<file path="src/rtl/psum_rmw_accumulator.sv">
// Read-modify-write front end for the psum SRAM bank: accumulates col-lane partial sums
// into the bank and drains address ranges back out with per-lane ReLU.
module psum_rmw_accumulator #(
  parameter int col     = 8,
  parameter int psum_bw = 32,
  parameter int addr_bw = 11
) (
  input  logic                     clk,
  input  logic                     reset_n,
  input  logic                     in_valid,
  output logic                     in_ready,
  input  logic [addr_bw-1:0]       in_addr,
  input  logic                     in_first,
  input  logic [psum_bw*col-1:0]   in_data,
  input  logic                     drain_start,
  input  logic [addr_bw-1:0]       drain_base,
  input  logic [addr_bw:0]         drain_len,
  output logic                     out_valid,
  output logic [addr_bw-1:0]       out_addr,
  output logic [psum_bw*col-1:0]   out_data,
  output logic                     drain_done,
  output logic                     busy,
  output logic                     sram_cen,
  output logic                     sram_wen,
  output logic [addr_bw-1:0]       sram_a,
  output logic [psum_bw*col-1:0]   sram_d,
  input  logic [psum_bw*col-1:0]   sram_q
);

  localparam int WORD_W = psum_bw * col;

  typedef enum logic [1:0] {IDLE, ACC_WR, DRAIN, DRAIN_LAST} state_t;

  state_t                state_q, state_d;
  logic                  rdy_q;
  logic [addr_bw-1:0]    rd_addr_q, rd_addr_d;
  logic [addr_bw:0]      cnt_q, cnt_d;
  logic                  out_valid_q, out_valid_d;
  logic [addr_bw-1:0]    out_addr_q, out_addr_d;
  logic                  done_q, done_d;
  logic                  accept;
  logic [addr_bw-1:0]    addr_q;
  logic                  first_q;
  logic [WORD_W-1:0]     data_q;

  // Lane-wise add with natural two's-complement wrap; first pass ignores the stored word.
  function automatic logic [WORD_W-1:0] acc_word(input logic [WORD_W-1:0] q,
                                                 input logic [WORD_W-1:0] d,
                                                 input logic              first);
    logic [WORD_W-1:0] r;
    r = '0;
    for (int i = 0; i < col; i++) begin
      r[i*psum_bw +: psum_bw] = (first ? '0 : q[i*psum_bw +: psum_bw]) + d[i*psum_bw +: psum_bw];
    end
    return r;
  endfunction

  function automatic logic [WORD_W-1:0] relu_word(input logic [WORD_W-1:0] q);
    logic [WORD_W-1:0]          r;
    logic signed [psum_bw-1:0]  lane;
    r = '0;
    for (int i = 0; i < col; i++) begin
      lane = q[i*psum_bw +: psum_bw];
      r[i*psum_bw +: psum_bw] = (lane < 0) ? '0 : lane;
    end
    return r;
  endfunction

  always_comb begin
    state_d     = state_q;
    rd_addr_d   = rd_addr_q;
    cnt_d       = cnt_q;
    out_valid_d = 1'b0;
    out_addr_d  = out_addr_q;
    done_d      = 1'b0;
    accept      = 1'b0;
    in_ready    = 1'b0;
    sram_cen    = 1'b1;
    sram_wen    = 1'b1;
    sram_a      = '0;
    sram_d      = '0;
    case (state_q)
      IDLE: begin
        // rdy_q holds the controller off until the first clock after reset release
        if (rdy_q) begin
          in_ready = 1'b1;
          if (drain_start) begin
            rd_addr_d = drain_base;
            cnt_d     = drain_len;
            if (drain_len == '0) done_d = 1'b1;
            else                 state_d = DRAIN;
          end else if (in_valid) begin
            accept   = 1'b1;
            sram_cen = 1'b0;
            sram_a   = in_addr;
            state_d  = ACC_WR;
          end
        end
      end
      ACC_WR: begin
        sram_cen = 1'b0;
        sram_wen = 1'b0;
        sram_a   = addr_q;
        sram_d   = acc_word(sram_q, data_q, first_q);
        state_d  = IDLE;
      end
      DRAIN: begin
        sram_cen    = 1'b0;
        sram_a      = rd_addr_q;
        rd_addr_d   = rd_addr_q + 1'b1;
        cnt_d       = cnt_q - 1'b1;
        out_valid_d = 1'b1;
        out_addr_d  = rd_addr_q;
        if (cnt_q == (addr_bw+1)'(1)) begin
          done_d  = 1'b1;
          state_d = DRAIN_LAST;
        end
      end
      DRAIN_LAST: state_d = IDLE;
      default:    state_d = IDLE;
    endcase
  end

  always_ff @(posedge clk or negedge reset_n) begin
    if (!reset_n) begin
      state_q     <= IDLE;
      rdy_q       <= 1'b0;
      rd_addr_q   <= '0;
      cnt_q       <= '0;
      out_valid_q <= 1'b0;
      out_addr_q  <= '0;
      done_q      <= 1'b0;
    end else begin
      state_q     <= state_d;
      rdy_q       <= 1'b1;
      rd_addr_q   <= rd_addr_d;
      cnt_q       <= cnt_d;
      out_valid_q <= out_valid_d;
      out_addr_q  <= out_addr_d;
      done_q      <= done_d;
    end
  end

  always_ff @(posedge clk) begin
    if (accept) begin
      addr_q  <= in_addr;
      first_q <= in_first;
      data_q  <= in_data;
    end
  end

  // The bank returns q the cycle after the read, which is exactly when out_valid is up.
  assign out_data   = out_valid_q ? relu_word(sram_q) : '0;
  assign out_valid  = out_valid_q;
  assign out_addr   = out_addr_q;
  assign drain_done = done_q;
  assign busy       = (state_q != IDLE);

endmodule

</file>
<file path="config.mk">
export PLATFORM = sky130hd
export DESIGN_NAME = psum_rmw_accumulator
export DESIGN_NICKNAME = d
export VERILOG_FILES = /design/src/rtl/psum_rmw_accumulator.sv
export SDC_FILE = /design/constraint.sdc
export NUM_CORES = 1
export LEC_CHECK = 0
export CORE_AREA = 8 8 418 420
export CTS_CLUSTER_DIAMETER = 50
export DETAILED_ROUTE_END_ITERATION = 16
export DIE_AREA = 0 0 426 428
export SYNTH_ARGS = -nofsm -noshare
export SYNTH_HDL_FRONTEND = slang
export SYNTH_SLANG_ARGS = --single-unit
</file>
<file path="constraint.sdc">
create_clock -name clk -period 17.8 [get_ports clk]
set_input_delay 3.56 -clock clk [delete_from_list [all_inputs] [get_ports clk]]
set_output_delay 3.56 -clock clk [all_outputs]
set_load 0.05 [all_outputs]
</file>
==> impl_metrics.csv <==
group,metric,value,unit
power,p_int,2.088,mW
yosys,synthMuxAreaShare,1.016,%
yosys,synth-xor-area-share,5.985,%
finish,finalNetCount,5069,
grt,grt.total_usage,21.11,%
yosys,synthAdderAreaFrac,11.99,%
power,p_clk_share,52.1,%
yosys,syn_inst,3216,
cts,cts_resized,0,
cts,htreeDepth,3,
setup_path,cpMostUsedCell,"a21oi_1",
yosys,synth_cell_types,94,
cts,path_clk_slew,40,ps
yosys,async_flop_share,12.70,%
grt,grt_overflow,0,
timing,finalHoldViolations,0,
yosys,syn_area_per_cell,8.692,µm²
power,p_seq_share,26.5,%
detailed_routing,wl_met3,13660,µm
detailed_routing,routed_wl,202400,µm
cts,ctsHoldBuffers,0,
setup_path,slowest_stage,"clkdlybuf4s50_1",
timing,rsz0062_at_grt,"false",
placement,routabilityCongestion,0.9877,
yosys,synth_top_family_by_area,"simple AND/OR/NAND/NOR gates",
die,io_pins,1091,
detailed_routing,wire_per_inst,30.76,µm
cts,cts_sinks,307,
detailed_routing,firstDrtPassIters,6,
power,sw_frac_of_total,32.54,%
power,powerDensity,69.99,nW/µm²
grt,antenna_found_initial,95,
finish,drive_gt1_share,5.341,%
setup_path,critPathKind,"in -> out",
cts,cts-root-buf,"clkbuf_16",
die,die_area,182300,µm²
cts,cts_buffer_depth,3,
timing,finalSetupViolCount,0,
setup_path,cp_cell_sequence,"clkdlybuf4s50_1 -> nor2b_1 -> ha_1 -> inv_1 -> fa_1 -> nor2b_1 -> o21ai_1 -> a21oi_1 -> a21oi_1 -> a21oi_1 -> a21oi_1 -> o21a_1 -> o21ai_0 -> mux2i_1 -> clkdlybuf4s50_1",
finish,area_delta_synth_final,58.21,%
detailed_routing,topRoutingLayerUsed,"met5",
grt,grt_max_degree,136,
detailed_routing,vias,30580,
detailed_routing,wl_met2,97840,µm
yosys,synth_compound_area_share,20.03,%
setup_path,crit_fanout,3,
yosys,synth-simple-area-share,25.28,%
setup_path,critPathArrivalTime,8220,ps
timing,fin_crit_sh,66.15,%
timing,timing.final.crit_period,11780,ps
power,peakVddDrop,0.07609,mV
cts,post_cts_buffers,0,
placement,hpwl,171500,µm
hold_path,hp-class,"reg -> reg",
setup_path,critical-path-max-stage-delay,960,ps
yosys,synth_area,27950,µm²
grt,grt_pass1_wl,268000,µm
power,comb_power_share,21.4,%
grt,grt_pass1_vias,30129,
die,start_util,16.62,%
cts,insertion_delay,710,ps
yosys,synthFlopType,"edfxtp_1",
detailed_routing,vias_per_cell,4.647,
timing,setup_tns,0,ps
cts,cts_buffers,83,
job,max-cap-violations,0,
setup_path,cp-start-kind,"input port",
power,leakage,17.09,nW
detailed_routing,first_iter_violations,2810,
detailed_routing,antenna_left,0,
outcome,status,"finished, final reports clean",
power,switchingPower,1.007,mW
setup_path,required,14240,ps
timing,worstMarginPinSlew,1049,ps
detailed_routing,drc,0,
die,die_x,426,µm
setup_path,critPathCaptureType,"output port",
placement,io_buffers,1082,
timing,slew_headroom,30.05,%
die,num_rows,151,
timing,finalMaxSlewViolations,0,
yosys,ys_seq_area_share,32.28,%
power,p_total,3.095,mW
cts,cts_tree,"built",
finish,fillers,18234,
die,core_area,168100,µm²
yosys,synth_edf_count,268,
timing,skew,44.36,ps
yosys,ys_ff_latch,307,
setup_path,reg2reg_setup_slack,13480,ps
yosys,ys_warn_count,0,
timing,timing.fmax,0.08492,GHz
die,die_h,428,µm
detailed_routing,wl_met1,81040,µm
routing by layer:
layer	track usage [%]	up-vias
li1	-	13729
met4	8.767	22
met5	0	-
met2	36.13	1351
met3	5.025	328
met1	25.24	15150
cells by family after synthesis:
kind of cell | count (synthesis)
AOI/OAI and AO/OA | 851
xor gates and xnor gates | 191
adders and majority gates | 263
buffers and inverters | 244
DFF | 307
muxes | 27
other | 2
and+or+nand+nor | 1331
sequential cells by signal, summed over array words and instances, names as in the netlist:
signal      flops
first_q         1
rdy_q           1
drain_done      1
state_q         2
rd_addr_q      11
data_q        256
out_valid       1
cnt_q          12
out_addr       11
addr_q         11
critical path, delay by kind of cell:
family	cells	cell delay, ps
buffers and inverters	3	1580
AOI/OAI and AO/OA	7	1590
muxes	1	460
and+or+nand+nor	2	350
adders and majority gates	2	660
metrics by stage:
step	cell area [µm²]	std cells	util, %	setup slack, ps	hold slack [ps]
after floorplan	27980	3223	-	539.0	466.4
after global placement	41210	6388	24.51	6015	489.4
after detailed placement	41210	6388	24.51	6064	496.6
after CTS	44130	6543	26.24	6052	505.4
after global routing	44160	6557	26.27	5772	528.7
final	44220	6581	26.30	6025	504.7
synthesized netlist by cell type, types with 9 or more instances:
library cell  number  share of area (%)
nor2_1           317                4.3
nor2b_1          285                6.4
and2_1           281                6.3
edfxtp_1         268                 29
ha_1             255                 11
a21oi_1          241                4.3
a21o_1           162                4.4
nand2_1          157                2.1
o21ai_0          149                2.7
clkbuf_1         143                1.9
xnor2_1          108                3.4
inv_1             85                1.1
xor2_1            83                2.6
nand3_1           70                1.3
nor3_1            54               0.97
dfrtp_1           39                3.5
nand2b_1          39               0.87
nand4_1           38               0.85
a31oi_1           36               0.81
and3_1            32               0.72
a211oi_1          29               0.78
o21a_1            26               0.70
o21bai_1          26               0.70
o31ai_1           17               0.46
mux2i_1           16               0.57
o22ai_1           15               0.34
o21ai_1           13               0.23
a21boi_0          12               0.32
nor3b_1           12               0.32
a211o_1           11               0.34
a222oi_1          11               0.39
mux2_2            10               0.40
o31a_1            10               0.31
nor4_1             9               0.20
o211ai_1           9               0.24
cell usage in the layout (no fill, tap or decap), types with 26 or more instances in the layout:
cell type,n
nor3_1,54
o21a_1,26
a21oi_1,241
dfrtp_1,39
nand3_1,70
nand4_1,38
a211oi_1,29
nand2_1,157
and2_1,281
xor2_1,83
clkdlybuf4s50_1,1081
xnor2_1,108
o21bai_1,26
and3_1,32
ha_1,253
nand2b_1,39
diode_2,38
clkbuf_16,84
nor2_1,317
edfxtp_1,268
a21o_1,162
nor2b_1,279
a31oi_1,36
o21ai_0,149
inv_1,85
path summary, 6_finish.rpt:
check	end	start	depth (start not counted)
setup / recovery	sram_d[250]	sram_q[224]	15
hold / removal	out_addr[7]	out_addr[7]	1
setup reg to reg	data_q[49]	state_q[1]	8
hold reg to reg	out_addr[7]	out_addr[7]	1
max in group asynchronous	out_addr[3]	reset_n	1
min in group asynchronous	rd_addr_q[2]	reset_n	1
area by class of cell:
| cell class | instances | area, µm² | share of cell area, % |
|---|---|---|---|
| Tap cell | 2218 | 2775 | 6.275 |
| Timing Repair Buffer | 1104 | 11030 | 24.94 |
| Sequential cell | 307 | 9024 | 20.40 |
| Clock inverter | 66 | 772.0 | 1.746 |
| Clock buffer | 89 | 2151 | 4.863 |
| Multi-Input combinational cell | 2672 | 18050 | 40.81 |
| Inverter | 87 | 334.1 | 0.7554 |
| Antenna cell | 38 | 95.09 | 0.2150 |
power by group through the flow:
stage	clock network, mW	logic (mW)	registers [mW]
2_1_floorplan	0	0.305	0.852
3_3_place_gp	0	0.661	0.831
3_5_place_dp	0	0.660	0.832
4_1_cts	1.66	0.664	0.819
5_1_grt	1.69	0.687	0.821
6_report	1.61	0.662	0.820
No activity file was read; power rests on OpenSTA's default activity.
